===== config.mk =====
export PLATFORM = sky130hd
export DESIGN_NAME = ntt_ctrl_flat
export DESIGN_NICKNAME = d
export VERILOG_FILES = /design/src/rtl/ntt_ctrl_pkg.sv /design/src/rtl/ntt_ctrl_if.sv /design/src/rtl/ntt_ctrl_delay_line.sv /design/src/rtl/ntt_ctrl.sv /design/src/flat_wrapper.sv
export SDC_FILE = /design/constraint.sdc
export NUM_CORES = 1
export LEC_CHECK = 0
export ABC_AREA = 0
export BUFFER_PORTS_ARGS = -buffer_cell sky130_fd_sc_hd__buf_2
export CORE_UTILIZATION = 45
export CTS_CLUSTER_SIZE = 10
export DETAILED_ROUTE_END_ITERATION = 8
export GPL_ROUTABILITY_DRIVEN = 0
export PLACE_DENSITY_LB_ADDON = 0.3
export SLEW_MARGIN = 10
export SYNTH_ARGS = -nofsm -noshare
export SYNTH_HDL_FRONTEND = slang
export SYNTH_SLANG_ARGS = --single-unit

===== constraint.sdc =====
create_clock -name clk -period 9 [get_ports clk]
set_input_delay 0.45 -clock clk [delete_from_list [all_inputs] [get_ports clk]]
set_output_delay 0.45 -clock clk [all_outputs]
set_load 0.03 [all_outputs]

===== src/rtl/ntt_ctrl_pkg.sv =====
// ntt_ctrl_pkg: shared constants, butterfly mode encodings and sequencer states
package ntt_ctrl_pkg;
    localparam int KEM_Q = 7681;
    localparam logic [1:0] BF_NTT  = 2'd0;
    localparam logic [1:0] BF_INTT = 2'd1;
    localparam logic [1:0] BF_MUL  = 2'd2;
    typedef enum logic [1:0] {IDLE, ISSUE, DRAIN, DONE} state_t;
    function automatic logic [1:0] mode_of(input logic inv);
        return inv ? BF_INTT : BF_NTT;
    endfunction
endpackage


===== src/rtl/ntt_ctrl_if.sv =====
// ntt_ctrl_if: control handshake plus coefficient-RAM/butterfly bus of the NTT sequencer
interface ntt_ctrl_if #(parameter int AW = 6);
    logic          start, inv, busy, done;
    logic          rd_en, bf_valid, wr_en;
    logic [AW-1:0] rd_addr0, rd_addr1, zeta_addr, wr_addr0, wr_addr1;
    logic [1:0]    bf_mode;
    modport master (input start, inv,
                    output busy, done, rd_en, rd_addr0, rd_addr1, zeta_addr,
                           bf_mode, bf_valid, wr_en, wr_addr0, wr_addr1);
    modport slave  (output start, inv,
                    input  busy, done, rd_en, rd_addr0, rd_addr1, zeta_addr,
                           bf_mode, bf_valid, wr_en, wr_addr0, wr_addr1);
endinterface


===== src/rtl/ntt_ctrl_delay_line.sv =====
// ntt_ctrl_delay_line: fixed-depth shift register with async active-low clear
module ntt_ctrl_delay_line #(
    parameter int W     = 1,
    parameter int DEPTH = 1
) (
    input  logic         clk,
    input  logic         rst_n,
    input  logic [W-1:0] d,
    output logic [W-1:0] q
);
    logic [W-1:0] sr [DEPTH];
    // shift one stage per cycle, unconditionally
    always_ff @(posedge clk or negedge rst_n) begin
        if (!rst_n) begin
            for (int i = 0; i < DEPTH; i++) sr[i] <= '0;
        end else begin
            sr[0] <= d;
            for (int i = 1; i < DEPTH; i++) sr[i] <= sr[i-1];
        end
    end
    assign q = sr[DEPTH-1];
endmodule


===== src/rtl/ntt_ctrl.sv =====
// ntt_ctrl: walks all NTT/INTT layers, one butterfly per cycle, with drained layer boundaries
module ntt_ctrl
    import ntt_ctrl_pkg::*;
#(
    parameter int N      = 64,
    parameter int LOGN   = 6,
    parameter int RD_LAT = 1,
    parameter int BF_LAT = 7,
    parameter int AW     = 6
) (
    input  logic clk,
    input  logic rst_n,
    ntt_ctrl_if.master bus
);
    localparam int D  = RD_LAT + BF_LAT;
    localparam int DW = $clog2(D + 1);
    localparam int LW = $clog2(LOGN + 1);
    localparam logic [AW-1:0] ONE  = AW'(1);
    localparam logic [AW-1:0] HALF = AW'(N / 2);
    localparam logic [AW-1:0] MAXK = AW'(N - 1);

    state_t        state;
    logic          inv_q, wrap;
    logic [AW-1:0] len, j, grp, k, cnt, nj, ngrp, nk, nlen, base;
    logic [DW-1:0] dcnt;
    logic [LW-1:0] layer;
    logic [2*AW:0] wb;

    // index of the following butterfly within the current layer
    always_comb begin
        wrap = j == len - ONE;
        nj   = wrap ? '0 : j + ONE;
        ngrp = wrap ? grp + ONE : grp;
        nk   = wrap ? (inv_q ? k - ONE : k + ONE) : k;
        nlen = inv_q ? len << 1 : len >> 1;
        base = (ngrp * len) << 1;
    end

    // sequencer FSM with registered read-side outputs
    always_ff @(posedge clk or negedge rst_n) begin
        if (!rst_n) begin
            state         <= IDLE;
            inv_q         <= 1'b0;
            len           <= '0;
            j             <= '0;
            grp           <= '0;
            k             <= '0;
            cnt           <= '0;
            dcnt          <= '0;
            layer         <= '0;
            bus.busy      <= 1'b0;
            bus.done      <= 1'b0;
            bus.rd_en     <= 1'b0;
            bus.rd_addr0  <= '0;
            bus.rd_addr1  <= '0;
            bus.zeta_addr <= '0;
            bus.bf_mode   <= BF_NTT;
        end else begin
            case (state)
                IDLE: if (bus.start) begin
                    inv_q         <= bus.inv;
                    bus.bf_mode   <= mode_of(bus.inv);
                    len           <= bus.inv ? ONE : HALF;
                    j             <= '0;
                    grp           <= '0;
                    k             <= bus.inv ? MAXK : ONE;
                    cnt           <= '0;
                    layer         <= '0;
                    bus.busy      <= 1'b1;
                    bus.rd_en     <= 1'b1;
                    bus.rd_addr0  <= '0;
                    bus.rd_addr1  <= bus.inv ? ONE : HALF;
                    bus.zeta_addr <= bus.inv ? MAXK : ONE;
                    state         <= ISSUE;
                end
                ISSUE: begin
                    j   <= nj;
                    grp <= ngrp;
                    k   <= nk;
                    cnt <= cnt + ONE;
                    if (cnt == HALF - ONE) begin
                        bus.rd_en <= 1'b0;
                        dcnt      <= DW'(D - 1);
                        state     <= DRAIN;
                    end else begin
                        bus.rd_addr0  <= base + nj;
                        bus.rd_addr1  <= base + nj + len;
                        bus.zeta_addr <= nk;
                    end
                end
                DRAIN: begin
                    dcnt <= dcnt - DW'(1);
                    if (dcnt == '0) begin
                        if (layer == LW'(LOGN - 1)) begin
                            bus.busy <= 1'b0;
                            bus.done <= 1'b1;
                            state    <= DONE;
                        end else begin
                            len           <= nlen;
                            j             <= '0;
                            grp           <= '0;
                            cnt           <= '0;
                            layer         <= layer + LW'(1);
                            bus.rd_en     <= 1'b1;
                            bus.rd_addr0  <= '0;
                            bus.rd_addr1  <= nlen;
                            bus.zeta_addr <= k;
                            state         <= ISSUE;
                        end
                    end
                end
                DONE: begin
                    bus.done <= 1'b0;
                    state    <= IDLE;
                end
            endcase
        end
    end

    ntt_ctrl_delay_line #(.W(1), .DEPTH(RD_LAT)) u_valid (
        .clk(clk), .rst_n(rst_n), .d(bus.rd_en), .q(bus.bf_valid)
    );

    ntt_ctrl_delay_line #(.W(2 * AW + 1), .DEPTH(D)) u_wb (
        .clk(clk), .rst_n(rst_n), .d({bus.rd_en, bus.rd_addr0, bus.rd_addr1}), .q(wb)
    );

    assign {bus.wr_en, bus.wr_addr0, bus.wr_addr1} = wb;
endmodule


===== src/flat_wrapper.sv =====
// flat-port wrapper written by rule: the top's interface ports become plain ports
module ntt_ctrl_flat import ntt_ctrl_pkg::*;
#(
    parameter int N      = 64,
    parameter int LOGN   = 6,
    parameter int RD_LAT = 1,
    parameter int BF_LAT = 7,
    parameter int AW     = 6
)
  (clk, rst_n, bus_start, bus_inv, bus_busy, bus_done, bus_rd_en, bus_rd_addr0, bus_rd_addr1, bus_zeta_addr, bus_bf_mode, bus_bf_valid, bus_wr_en, bus_wr_addr0, bus_wr_addr1);
  ntt_ctrl_if #(.AW(AW)) bus_i ();
  input  logic clk;
  input  logic rst_n;
  input wire logic [$bits(bus_i.start)-1:0] bus_start;
  input wire logic [$bits(bus_i.inv)-1:0] bus_inv;
  output wire logic [$bits(bus_i.busy)-1:0] bus_busy;
  output wire logic [$bits(bus_i.done)-1:0] bus_done;
  output wire logic [$bits(bus_i.rd_en)-1:0] bus_rd_en;
  output wire logic [$bits(bus_i.rd_addr0)-1:0] bus_rd_addr0;
  output wire logic [$bits(bus_i.rd_addr1)-1:0] bus_rd_addr1;
  output wire logic [$bits(bus_i.zeta_addr)-1:0] bus_zeta_addr;
  output wire logic [$bits(bus_i.bf_mode)-1:0] bus_bf_mode;
  output wire logic [$bits(bus_i.bf_valid)-1:0] bus_bf_valid;
  output wire logic [$bits(bus_i.wr_en)-1:0] bus_wr_en;
  output wire logic [$bits(bus_i.wr_addr0)-1:0] bus_wr_addr0;
  output wire logic [$bits(bus_i.wr_addr1)-1:0] bus_wr_addr1;
  assign bus_i.start = bus_start;
  assign bus_i.inv = bus_inv;
  assign bus_busy = bus_i.busy;
  assign bus_done = bus_i.done;
  assign bus_rd_en = bus_i.rd_en;
  assign bus_rd_addr0 = bus_i.rd_addr0;
  assign bus_rd_addr1 = bus_i.rd_addr1;
  assign bus_zeta_addr = bus_i.zeta_addr;
  assign bus_bf_mode = bus_i.bf_mode;
  assign bus_bf_valid = bus_i.bf_valid;
  assign bus_wr_en = bus_i.wr_en;
  assign bus_wr_addr0 = bus_i.wr_addr0;
  assign bus_wr_addr1 = bus_i.wr_addr1;
  ntt_ctrl #(.N(N), .LOGN(LOGN), .RD_LAT(RD_LAT), .BF_LAT(BF_LAT), .AW(AW)) u_core (.clk(clk), .rst_n(rst_n), .bus(bus_i));
endmodule

==> results of run 1 <==
[cells by family after synthesis]
kind of cell | count (synthesis)
other cells | 1
buf+inv | 57
xor+xnor | 39
simple gates | 164
mux | 11
compound gates | 128
fa+ha+maj | 36
flops | 164
[sequential cells by signal, indices dropped and copies added, names as in the netlist, 5 cells and up]
signal / count
u_core.cnt: 6
u_core.u_wb.q: 13
u_core.grp: 5
u_core.j: 6
u_core.bus.zeta_addr: 6
u_core.len: 6
u_core.u_wb.sr: 90
u_core.bus.rd_addr1: 6
u_core.k: 6
u_core.bus.rd_addr0: 6
[power by group]
| part | internal, mW | switching [mW] | leakage [nW] |
|---|---|---|---|
| logic | 0.362 | 0.659 | 1.38 |
| clock network | 0.451 | 0.299 | 0.300 |
| registers | 0.919 | 0.130 | 2.14 |
[worst max-delay path by stage]
stage	endpoint	slack, ns
floorplan	u_core.bus.rd_addr1[5]$_DFFE_PN0P_	3.80
global placement	u_core.bus.rd_addr1[5]$_DFFE_PN0P_	3.20
detailed placement	u_core.bus.rd_addr1[5]$_DFFE_PN0P_	2.88
CTS	u_core.bus.rd_addr1[5]$_DFFE_PN0P_	2.86
global route	u_core.bus.rd_addr1[5]$_DFFE_PN0P_	2.51
finish	u_core.bus.rd_addr1[5]$_DFFE_PN0P_	2.85
[synth_stat cells (2+ instances only)]
| master | count | share of area |
|---|---|---|
| sky130_fd_sc_hd__nor4_1 | 2 | 0.0018 |
| sky130_fd_sc_hd__a21oi_1 | 29 | 0.021 |
| sky130_fd_sc_hd__nand2b_1 | 5 | 0.0045 |
| sky130_fd_sc_hd__xor2_1 | 7 | 0.0088 |
| sky130_fd_sc_hd__a21boi_0 | 4 | 0.0043 |
| sky130_fd_sc_hd__o22ai_1 | 2 | 0.0018 |
| sky130_fd_sc_hd__o211ai_1 | 2 | 0.0022 |
| sky130_fd_sc_hd__nand2_1 | 77 | 0.042 |
| sky130_fd_sc_hd__fa_1 | 5 | 0.014 |
| sky130_fd_sc_hd__mux2_2 | 5 | 0.0081 |
| sky130_fd_sc_hd__and2_1 | 2 | 0.0018 |
| sky130_fd_sc_hd__nor3_1 | 6 | 0.0043 |
| sky130_fd_sc_hd__or3_4 | 2 | 0.0032 |
| sky130_fd_sc_hd__nor2b_1 | 10 | 0.0090 |
| sky130_fd_sc_hd__nand3_1 | 14 | 0.010 |
| sky130_fd_sc_hd__buf_2 | 2 | 0.0014 |
| sky130_fd_sc_hd__o21ai_1 | 2 | 0.0014 |
| sky130_fd_sc_hd__mux2i_1 | 6 | 0.0086 |
| sky130_fd_sc_hd__a221oi_1 | 2 | 0.0025 |
| sky130_fd_sc_hd__dfrtp_1 | 164 | 0.59 |
| sky130_fd_sc_hd__a22o_1 | 7 | 0.0088 |
| sky130_fd_sc_hd__nor3b_1 | 2 | 0.0022 |
| sky130_fd_sc_hd__o31a_1 | 2 | 0.0025 |
| sky130_fd_sc_hd__a31oi_1 | 9 | 0.0081 |
| sky130_fd_sc_hd__o21ai_0 | 39 | 0.028 |
| sky130_fd_sc_hd__xnor2_1 | 26 | 0.033 |
| sky130_fd_sc_hd__nor2_1 | 34 | 0.018 |
| sky130_fd_sc_hd__clkbuf_1 | 19 | 0.010 |
| sky130_fd_sc_hd__a22oi_1 | 5 | 0.0054 |
| sky130_fd_sc_hd__o31ai_1 | 3 | 0.0032 |
| sky130_fd_sc_hd__inv_1 | 19 | 0.010 |
| sky130_fd_sc_hd__a311oi_1 | 2 | 0.0025 |
| sky130_fd_sc_hd__xnor2_2 | 4 | 0.0094 |
| sky130_fd_sc_hd__a21o_1 | 11 | 0.012 |
| sky130_fd_sc_hd__ha_1 | 31 | 0.056 |
| sky130_fd_sc_hd__buf_4 | 14 | 0.015 |
[cells in the final DEF, fill, tap and decap left out, drive strengths merged, types with 4 or more instances in the layout]
master and n:
dfrtp 164, nand2 77, buf 44, o21ai 41, nor2 35, ha 31
xnor2 30, a21oi 29, inv 25, clkbuf 20, nand3 14, a21o 11
nor2b 10, a31oi 9, nor3 8, xor2 7, a22o 7, mux2i 6
nand2b 5, mux2 5, a22oi 5, fa 5, a21boi 4
[worst max-delay path, stage by stage, from the launching register on]
cell and delay [ns]:
sky130_fd_sc_hd__dfrtp_1 0.48, sky130_fd_sc_hd__inv_1 0.22, sky130_fd_sc_hd__ha_1 0.22, sky130_fd_sc_hd__nor3b_1 0.26, sky130_fd_sc_hd__xnor2_1 0.18, sky130_fd_sc_hd__nand4_2 0.23
sky130_fd_sc_hd__nor2_2 0.56, sky130_fd_sc_hd__mux2i_1 0.49, sky130_fd_sc_hd__nor2b_1 0.10, sky130_fd_sc_hd__ha_1 0.29, sky130_fd_sc_hd__ha_1 0.32, sky130_fd_sc_hd__fa_1 0.51
sky130_fd_sc_hd__fa_1 0.50, sky130_fd_sc_hd__ha_1 0.33, sky130_fd_sc_hd__xnor2_1 0.24, sky130_fd_sc_hd__ha_1 0.30, sky130_fd_sc_hd__a21oi_1 0.17, sky130_fd_sc_hd__xnor2_1 0.14
sky130_fd_sc_hd__xnor3_1 0.22, sky130_fd_sc_hd__nand2b_1 0.15, sky130_fd_sc_hd__a31oi_1 0.17
[metal layers]
layer / vias to the layer above / track usage / share of wire
li1: 2091 / - / -
met1: 2188 / 0.225 / 0.46
met2: 99 / 0.280 / 0.47
met3: 24 / 0.0493 / 0.047
met4: 0 / 0.0751 / 0.022
met5: - / 0 / 0
[through the flow]
stage	utilization	instances	hold slack, ns
after global placement	0.477	795	0.331
after global routing	0.517	826	0.121
after detailed placement	0.477	795	0.335
after CTS	0.517	826	0.0824
after floorplan	-	600	0.154
final	0.517	826	0.0598
[area by class of cell]
cell class                 instances  share of cell area
sequential                       164               0.524
multi-input combinational        379               0.328
clock buffer                      20              0.0570
timing repair buffer              44              0.0305
tap                              188              0.0300
clock inverter                    11              0.0211
inverter                          20             0.00958
==> reports/summary.md, run 1 <==
The run finished with clean final reports. The xor and xnor fraction of the mapped netlist area is 0.0576, and the endpoint arrival time on the critical path is 6.50 ns. The worst slew margin relative to its limit is 0.205, and the count of different cell masters after synthesis is 61. Buffers inserted to repair hold after CTS numbered 0. The post-synthesis adder-cell area fraction is 0.0702, and the final setup skew is 0.00859 ns. The logs give 164 for the CTS sink count and 4 for the number of iterations in the first detailed-routing pass.

The initial antenna violation count is 0, and the layout overhead on the synthesized area is 12.7%. The die height is 126 um, and the synthesized flop and latch total is 164. The synthesized netlist occupies a cell area of 6950 um^2. The tool flagged a number of max-cap violations equal to 0. For this design the static power due to leakage is 3.82 nW. The simple logic cell fraction of the synthesized area was 0.110; the final count of negative-setup-slack endpoints was 0. The worst path setup slack after routing came out at 2.85 ns. The min-delay analysis places its worst path in the category in2async.

The count of unresolved DRC violations after routing is 0. The logs give 21,600 um for the global-route wire length before repair and 41 for the count of boundary I/O pins. The design draws 2.82 mW. The logs give 4100 um^2 for the total area of sequential cells and 45 for the standard-cell row count. The maximum level of the CTS H-tree is 4, and the post-CTS setup buffer count is 0. During synthesis, Yosys emitted a total of 0 warnings.

The via count of the first global-routing pass is 4,377, and the routed via count divided by cell count is 5.33. The count of nets left with antenna violations once routing finished came out at 0. The setup TNS was 0 ns; the buffer levels on the longest clock path was 2. TritonCTS built the clock tree. Summing all multi-input logic gate instances after layout gives 2570 um^2.

Classification of the worst setup path: reg2reg. STA puts the critical path data required time at 9.35 ns. Based on the critical path, the design can be clocked at up to 163 MHz. The repair_antennas step left the layout with diodes totalling 0. Counting the fill cells in the layout gives 1,281. The worst register-to-register path has a depth of 20. The mux cell area share after synthesis came out at 0.0167. The total area inside the core boundary comes to 15,100 um^2. The worst setup path is launched from a flop. The number of enable-type register cells in the synthesized netlist is 0, and the number of instances resized during post-cts repair is 0. The fraction of final layout cells sized beyond drive strength 1 came out at 0.141. The remaining global-route overflow is 0.

The starting utilization of the core area was 0.459. The detailed-route via count came out at 4,402. After synthesis, the largest family of logic cells by area is compound AO/OA/AOI/OAI gates.

The maximum fanout count along the critical path is 15. Clock root buffer: sky130_fd_sc_hd__clkbuf_16. The most critical setup path has its startpoint at u_core.len[1]$_DFFE_PN0P_. Setup repair after global routing left no endpoint under its margin. The die is 126 um wide. After clock tree synthesis, the clock-pin slew on the worst setup and hold paths is 0.06 ns. The clock network latency to the later pin of the worst-skew pair is 0.43 ns. Entering global routing, the biggest net connects 86 pins. The number of nets in the finished design came out at 666. The share of the synthesized area in compound gates (AO/OA/AOI/OAI) came out at 0.115. The number of endpoints with negative hold slack in the final report was 0. The maximum vdd drop was 0.211 mV; the number of buffers inserted by port buffering was 39. STA classifies the critical path endpoint as a flop. Once placement finished, the instance area stood at 7220 um^2.

For this design the ratio of total power to cell area is 360 nW/um^2. Worst slack after detailed placement: 2.88 ns. For the pin with the worst max-slew slack, the measured transition is 1.19 ns. The share of synthesized flip-flops with an asynchronous set or reset is 1.00, and the mean post-synth cell area is 11.6 um^2. The worst path needs 6.15 ns of the cycle, external delays included.

For the final count of pins violating max slew, the log shows 0. Wires add up to 12,900 um. The reg-to-reg critical path startpoint is u_core.len[1]$_DFFE_PN0P_. The logs give 0.176 for the all-layer global routing usage and 17 for the number of buffers added by the clock tree synthesis step. Synthesis produced 600 cells. The final clock period utilization by the worst path came out at 0.683.

For the area of the die, the log shows 15,900 um^2. The part of the Yosys area used for sequential elements is 0.590. The synthesized netlist net count was 640; the post-detailed-route wirelength per cell was 15.7 um. After routing the design area is 7840 um^2. In this run, the number of DRC markers left after iteration 0 of detailed routing was 355.

Summed over all nets, the half-perimeter wirelength after detailed placement is 8620 um. The reg-to-reg endpoint is u_core.bus.rd_addr1[5]$_DFFE_PN0P_. The top flip-flop cell by instance count after synthesis was sky130_fd_sc_hd__dfrtp_1.

Setup slack on the worst flop-to-flop path: 2.85 ns.
(Power assumes the default switching activity.)
==> inputs of run 2 (changes only) <==
==> constraint.sdc (replaced) <==
create_clock -name clk -period 5.4 [get_ports clk]
set_input_delay 0.27 -clock clk [delete_from_list [all_inputs] [get_ports clk]]
set_output_delay 0.27 -clock clk [all_outputs]
set_load 0.03 [all_outputs]
==> reports/summary.md, run 2 (synthesis results as in run 1) <==
The run finished with clean final reports. The tools report the peak clock frequency supported by timing as 191 MHz (+17%). The worst setup path is launched from a flop.

The routed via count divided by cell count was 5.26 (-1.3%); the number of nets in the finished design was 685 (+2.9%). Number of flip-flops in the largest register: 90 (unchanged). The final setup skew is 0.00570 ns (-0.00288 ns). The global-route wire length before repair was 22,500 um (+4.3%).

The starting utilization of the core area was 0.459 (unchanged). For the number of standard cells in the final layout excluding fillers, the log shows 846 (+2.4%). The remaining global-route overflow was 0 (unchanged); the cell count of the worst hold path was 3. The post-layout minimum cycle time works out to 5.24 ns (-0.906 ns). The power density normalized to cell area came out at 596 nW/um^2 (+66%). The all-layer global routing usage came out at 0.184 (+0.00809). The overall die width was 126 um (unchanged).

Relative to the synthesized area, the layout overhead comes to 15.3%. The tools report the maximum vdd drop as 0.281 mV (+33%). The detailed-route via count is 4,450 (+1.1%), and the post-route total power is 4.78 mW (+69%).

The initial antenna violation count is 0 (unchanged), and the clock-pin slew on the worst setup and hold paths is 0.07 ns (about the same). The standard-cell row count was 45 (unchanged); the buffer levels on the longest clock path was 2 (unchanged). The number of antenna cells inserted was 0 (unchanged).

The worst register-to-register path ends at u_core.bus.rd_addr1[5]$_DFFE_PN0P_. Reg-to-reg critical path startpoint: u_core.len[1]$_DFFE_PN0P_. For the count of unresolved DRC violations after routing, the log shows 0 (unchanged). The worst hold path terminates at u_core.bus.busy$_DFFE_PN0P_.

The endpoint arrival time on the critical path was 5.60 ns (-0.90 ns). The setup slack on the worst flop-to-flop path came out at 0.16 ns (-2.69 ns). The final clock period utilization by the worst path was 0.971 (+0.288).

The largest net degree at the start of global routing was 110 (+28%); the fraction of final layout cells sized beyond drive strength 1 was 0.181 (+0.0398). The worst slew margin relative to its limit was 0.191 (-0.0137). The tools report the clock root buffer as sky130_fd_sc_hd__clkbuf_16. Number of placed cells counting well taps: 807 (+1.5%). The tools report the floorplan core area as 15,100 um^2 (unchanged). TritonCTS built the clock tree. The post-detailed-route wirelength per cell is 15.8 um (+0.99%).

The starting DRC count in detailed routing is 299 (-16%). The maximum fanout count along the critical path came out at 8 (-7). The die height was 126 um (unchanged). Number of buffers inserted by port buffering: 39 (unchanged).

The maximum level of the CTS H-tree is 4 (unchanged), and the setup TNS is 0 ns (unchanged). The CTS sink count was 164 (unchanged); the number of endpoints with negative hold slack in the final report was 0 (unchanged). The library cells used most frequently in the layout, excluding fill and tap cells, are sky130_fd_sc_hd__dfrtp_1, sky130_fd_sc_hd__nand2_1, sky130_fd_sc_hd__o21ai_0, sky130_fd_sc_hd__buf_2, sky130_fd_sc_hd__nor2_1. The via count of the first global-routing pass was 4,420 (+0.98%).

The run gives 1,267 (-1.1%) as the number of fill cells in the layout. The number of iterations in the first detailed-routing pass is 4 (unchanged). The critical path in this run is classified as reg2reg. The run gives 0 (unchanged) as the final count of pins violating max slew. For the area of the die, the log shows 15,900 um^2 (unchanged). The library cell used most frequently in the layout, excluding fill and tap cells, is sky130_fd_sc_hd__dfrtp_1. The static leakage is 3.92 nW (+2.5%), and the routed wire length is 13,400 um (+3.4%). STA classifies the critical path endpoint as a flop.

The number of buffers added by the clock tree synthesis step was 17 (unchanged); the clock network latency to the later pin of the worst-skew pair was 0.43 ns (about the same). More flip-flops sit in one register than any other, and that register is u_core.u_wb.sr. For the placed wire-length estimate after detailed placement, the log shows 8870 um (+2.9%).

The count of boundary I/O pins was 41 (unchanged); the final count of negative-setup-slack endpoints was 0 (unchanged). The number of cells on the worst reg-to-reg path is 19 (-5.0%). The tools report the max capacitance violation total as 0 (unchanged).

The startpoint identified for the worst hold timing path is bus_start. The tools report the required time at the endpoint of the critical path as 5.75 ns (-3.60 ns). The pin slew with the least headroom to its limit works out to 1.21 ns (+0.0205 ns). The path class of the tightest hold or removal check is in2reg.

Number of nets with antenna violations after routing: 0 (unchanged).
[run 2: routing by layer]
| metal | routed length (um) | track usage | vias to the layer above |
|---|---|---|---|
| met5 | 0 | 0 | - |
| met4 | 328 | 0.0907 | 0 |
| met3 | 644 | 0.0467 | 23 |
| met2 | 6480 | 0.283 | 96 |
| met1 | 5930 | 0.243 | 2196 |
| li1 | - | - | 2135 |
[run 2: cell type report]
cell class	count	area, um^2	share of cell area
clock inverters	13	138	0.0172
multi-input cells	379	2620	0.327
flip-flops and latches	164	4110	0.512
well taps	188	235	0.0294
clock buffers	19	453	0.0565
repair buffers	63	384	0.0479
inverters	20	77.6	0.00968
[run 2: worst max-delay path by stage]
stage | cells after the start | from | to
2_1_floorplan | 20 | u_core.len[1]$_DFFE_PN0P_ | u_core.bus.rd_addr1[5]$_DFFE_PN0P_
3_3_place_gp | 20 | u_core.len[0]$_DFFE_PN0P_ | u_core.bus.rd_addr1[5]$_DFFE_PN0P_
3_5_place_dp | 20 | u_core.len[0]$_DFFE_PN0P_ | u_core.bus.rd_addr1[5]$_DFFE_PN0P_
4_1_cts | 20 | u_core.len[0]$_DFFE_PN0P_ | u_core.bus.rd_addr1[5]$_DFFE_PN0P_
5_1_grt | 19 | u_core.len[1]$_DFFE_PN0P_ | u_core.bus.rd_addr1[5]$_DFFE_PN0P_
6_report | 19 | u_core.len[1]$_DFFE_PN0P_ | u_core.bus.rd_addr1[5]$_DFFE_PN0P_
[run 2: what timing repair did]
| item | in CTS | in global routing |
|---|---|---|
| endpoints found under the hold margin | 7 | 0 |
| hold buffers | 1 | 0 |
| endpoints found under the setup margin | 1 | 3 |
| gates resized for setup | 1 | 10 |
| pin swaps | 0 | 1 |
| setup buffers | 0 | 6 |
[run 2: where the power goes]
part	total (mW)	internal (mW)	switching, mW
sequential	1.74	1.53	0.206
clock	1.19	0.674	0.519
combinational	1.84	0.688	1.16
total	4.78	2.89	1.88
[run 2: worst max-delay path, cell delays in order (launching register included)]
cell and delay (ns):
sky130_fd_sc_hd__dfrtp_1 0.40, sky130_fd_sc_hd__buf_4 0.18, sky130_fd_sc_hd__or3_4 0.41, sky130_fd_sc_hd__xnor2_2 0.18, sky130_fd_sc_hd__nand4_2 0.14, sky130_fd_sc_hd__nor2_4 0.24, sky130_fd_sc_hd__mux2i_1 0.27, sky130_fd_sc_hd__nor2b_1 0.08
sky130_fd_sc_hd__ha_1 0.28, sky130_fd_sc_hd__ha_1 0.32, sky130_fd_sc_hd__fa_1 0.53, sky130_fd_sc_hd__fa_1 0.61, sky130_fd_sc_hd__ha_4 0.23, sky130_fd_sc_hd__o21ai_0 0.09, sky130_fd_sc_hd__nand2b_1 0.10, sky130_fd_sc_hd__xnor2_1 0.18
sky130_fd_sc_hd__xnor3_2 0.29, sky130_fd_sc_hd__xnor3_1 0.35, sky130_fd_sc_hd__nand2b_1 0.14, sky130_fd_sc_hd__a31oi_1 0.16
[run 2: stage by stage]
step | util | hold slack [ns] | setup WS, ns | cell area (um^2)
2_1_floorplan | - | -0.0256 | 0.196 | 6950
3_3_place_gp | 0.483 | 0.332 | 0.238 | 7310
3_5_place_dp | 0.483 | 0.335 | -0.0214 | 7310
4_1_cts | 0.523 | 0.178 | 0.00835 | 7920
5_1_grt | 0.529 | 0.181 | -0.00544 | 8010
6_report | 0.529 | 0.174 | 0.157 | 8010
==> inputs of run 3 (changes only) <==
--- a/config.mk
+++ b/config.mk
@@ -6,7 +6,7 @@
 export NUM_CORES = 1
 export LEC_CHECK = 0
 export ABC_AREA = 0
-export BUFFER_PORTS_ARGS = -buffer_cell sky130_fd_sc_hd__buf_2
+export BUFFER_PORTS_ARGS = -buffer_cell sky130_fd_sc_hd__buf_4
 export CORE_UTILIZATION = 45
 export CTS_CLUSTER_SIZE = 10
 export DETAILED_ROUTE_END_ITERATION = 8
==> reports/summary.md, run 3 (synthesis results as in run 1) <==
Overall die width: 126 um (unchanged). The post-detailed-route wirelength per cell is 15.9 um (+0.29%), and the fraction of final layout cells sized beyond drive strength 1 is 0.176 (-0.00474). The maximum fanout count along the critical path is 7 (-1), and the final clock period utilization by the worst path is 0.952 (-0.0185). Detailed-route via count: 4,429 (-0.47%). The run gives 0 (unchanged) as the max capacitance violation total. TritonCTS built the clock tree.

The clock group share of total power was 0.248 (-0.002); the number of hold buffers added after cts was 0 (-1). The worst path setup slack after routing was 0.257 ns (+0.100 ns). Post-route total power: 4.76 mW (-0.26%). The signal on the critical path passes through inv_1 -> ha_2 -> nor3b_4 -> xnor2_1 -> nand4_2 -> nor2_4 -> mux2i_1 -> nor2b_1 -> ha_1 -> ha_1 -> fa_1 -> fa_1 -> ha_4 -> xnor2_2 -> ha_1 -> a21oi_1 -> xnor2_1 -> xnor3_1 -> nand2b_1 -> a31oi_1. The run gives 2 (unchanged) as the buffer levels on the longest clock path. The slowest cell on the critical path was sky130_fd_sc_hd__fa_1.

The proportion of power drawn by combinational gates was 0.386 (about the same); the layout overhead on the synthesized area was 16.0%. The tools report the reg-to-reg critical path startpoint as u_core.len[1]$_DFFE_PN0P_. The power density normalized to cell area was 591 nW/um^2 (-0.88%).

The worst setup path is captured at a flop. The number of nets with antenna violations after routing came out at 0 (unchanged). The number of buffers added by the clock tree synthesis step is 17 (unchanged), and the number of cells on the worst reg-to-reg path is 20 (+1). The worst slew margin relative to its limit is 0.235 (+0.0437). For the area of the die, the log shows 15,900 um^2 (unchanged).

The internal power was 2.91 mW (+0.58%). The die height was 126 um (unchanged); the net load switching power was 1.85 mW (-1.5%). For the setup TNS, the log shows 0 ns (unchanged).

The CTS sink count was 164 (unchanged); the final count of negative-setup-slack endpoints was 0 (unchanged). The number of standard cells in the final layout excluding fillers was 841 (-0.59%). The placed wire-length estimate after detailed placement was 8950 um (+0.91%). The post-layout minimum cycle time is 5.14 ns (-0.100 ns), and the standard-cell row count is 45 (unchanged). The via count of the first global-routing pass came out at 4,484 (+1.4%).

More flip-flops sit in one register than any other, and that register is u_core.u_wb.sr. The tools report the number of endpoints with negative hold slack in the final report as 11 (+11). In this run the critical register-to-register path is captured at u_core.bus.rd_addr1[5]$_DFFE_PN0P_.

The logs give 304 (+1.7%) for the starting DRC count in detailed routing and 0 (unchanged) for the count of unresolved DRC violations after routing. The number of flip-flops in the largest register came out at 90 (unchanged). The endpoint arrival time on the critical path is 5.49 ns (-0.11 ns), and the largest net degree at the start of global routing is 115 (+4.5%).

The run finished, with violations left. The maximum level of the CTS H-tree was 4 (unchanged); the global-route wire length before repair was 22,500 um (unchanged). For the final count of pins violating max slew, the log shows 0 (unchanged). The cell repeated most along the worst path is sky130_fd_sc_hd__ha_1.

The classification of the worst setup path is reg2reg. The run gives 0.366 (+0.002) as the part of the power in registers. The number of buffers and inverters on the critical path is 1 (unchanged). The library cell used most frequently in the layout, excluding fill and tap cells, is sky130_fd_sc_hd__dfrtp_1. The number of buffers inserted by port buffering was 39 (unchanged). The logs give -0.0225 ns (-0.196 ns) for the worst hold margin and 0.00811 ns (+0.00240 ns) for the final setup skew. The checks that failed: hold timing.

Startpoint class of the critical path: a flop. The static leakage came out at 3.90 nW (-0.59%). For the number of placed cells counting well taps, the log shows 806 (-0.12%). The tools report the initial antenna violation count as 0 (unchanged).

Clock tree synthesis selected as its root buffer the cell sky130_fd_sc_hd__clkbuf_16. The clock-pin slew on the worst setup and hold paths is 0.06 ns (about the same), and the count of boundary I/O pins is 41 (unchanged). The net switching fraction of the power is 0.389 (-0.00509).

The tools report the number of nets in the finished design as 680 (-0.73%). The required time at the endpoint of the critical path is 5.74 ns (about the same), and the routed wire length is 13,300 um (-0.31%). The number of antenna cells inserted is 0 (unchanged), and the number of cells on the critical path is 20 (+1).

The logs give 0.0368 ns (+0.0582 ns) for the worst slack after detailed placement and 0.26 ns (+0.10 ns) for the setup slack on the worst flop-to-flop path. The starting utilization of the core area came out at 0.459 (unchanged). Routed via count divided by cell count: 5.27 (+0.12%). In the layout the commonest cells are sky130_fd_sc_hd__dfrtp_1, sky130_fd_sc_hd__nand2_1, sky130_fd_sc_hd__buf_4, sky130_fd_sc_hd__o21ai_0, sky130_fd_sc_hd__nor2_1. The floorplan core area is 15,100 um^2 (unchanged), and the pin slew with the least headroom to its limit is 1.15 ns (-0.0655 ns). The all-layer global routing usage came out at 0.184 (about the same).

Peak clock frequency supported by timing: 194 MHz (+1.9%). The min-delay analysis places its worst path in the category in2async. The remaining global-route overflow was 0 (unchanged); the final design utilization was 0.532 (+0.00331). The maximum vdd drop was 0.282 mV (+0.43%). The run gives 0.43 ns (about the same) as the clock network latency to the later pin of the worst-skew pair. For the number of iterations in the first detailed-routing pass, the log shows 4 (unchanged). The largest delay contributor family on the critical path was adder cells. The worst stage delay on the critical path is 0.61 ns (about the same).
run 3: final cells by class:
cell class / instances / area (um^2)
clock buffers: 19 / 443
repair buffers: 58 / 439
fillers: 1267 / 7080
inverters: 20 / 77.6
well taps: 188 / 235
clock inverters: 13 / 139
multi-input cells: 379 / 2620
flip-flops and latches: 164 / 4110
run 3: worst max-delay path by stage:
stage	start	to	slack (ns)
floorplan	u_core.len[1]$_DFFE_PN0P_	u_core.bus.rd_addr1[5]$_DFFE_PN0P_	0.20
global placement	u_core.len[0]$_DFFE_PN0P_	u_core.bus.rd_addr1[5]$_DFFE_PN0P_	0.24
detailed placement	u_core.len[0]$_DFFE_PN0P_	u_core.bus.rd_addr1[5]$_DFFE_PN0P_	0.04
CTS	u_core.len[0]$_DFFE_PN0P_	u_core.bus.rd_addr1[5]$_DFFE_PN0P_	0.07
global route	u_core.len[1]$_DFFE_PN0P_	u_core.bus.rd_addr1[5]$_DFFE_PN0P_	-0.009
finish	u_core.len[1]$_DFFE_PN0P_	u_core.bus.rd_addr1[5]$_DFFE_PN0P_	0.26
run 3: what timing repair did:
item / CTS / global route
setup endpoints to repair: 1 / 1
endpoints found under the hold margin: 0 / 0
pin swaps: 0 / 1
buffers inserted: 0 / 3
resized for setup: 1 / 11
run 3: per-layer routing:
metal / vias to the layer above / wire length [um] / GRT usage
met5: - / 0 / 0
met4: 0 / 305 / 0.0815
met3: 23 / 333 / 0.0425
met2: 65 / 6420 / 0.293
met1: 2227 / 6280 / 0.240
li1: 2114 / - / -
run 3: power groups by stage:
stage	sequential [mW]	clock (mW)	combinational, mW
final	1.74	1.18	1.84
after global placement	1.75	0	1.74
after detailed placement	1.77	0	1.78
after CTS	1.75	1.21	1.80
after global routing	1.78	1.26	2.03
after floorplan	1.78	0	1.25
run 3: through the flow:
step	area, um^2	hold slack, ns
after global routing	8060	0.0666
after CTS	7990	0.0183
final	8060	-0.0225
after global placement	7400	0.332
after detailed placement	7400	0.335
after floorplan	6950	-0.0256
run 3: worst reg2reg max path: stages, from the launching register on:
cell	delay [ns]
sky130_fd_sc_hd__dfrtp_2	0.45
sky130_fd_sc_hd__inv_1	0.09
sky130_fd_sc_hd__ha_2	0.21
sky130_fd_sc_hd__nor3b_4	0.20
sky130_fd_sc_hd__xnor2_1	0.15
sky130_fd_sc_hd__nand4_2	0.16
sky130_fd_sc_hd__nor2_4	0.19
sky130_fd_sc_hd__mux2i_1	0.25
sky130_fd_sc_hd__nor2b_1	0.07
sky130_fd_sc_hd__ha_1	0.28
sky130_fd_sc_hd__ha_1	0.32
sky130_fd_sc_hd__fa_1	0.52
sky130_fd_sc_hd__fa_1	0.61
sky130_fd_sc_hd__ha_4	0.23
sky130_fd_sc_hd__xnor2_2	0.14
sky130_fd_sc_hd__ha_1	0.32
sky130_fd_sc_hd__a21oi_1	0.18
sky130_fd_sc_hd__xnor2_1	0.15
sky130_fd_sc_hd__xnor3_1	0.23
sky130_fd_sc_hd__nand2b_1	0.15
sky130_fd_sc_hd__a31oi_1	0.18
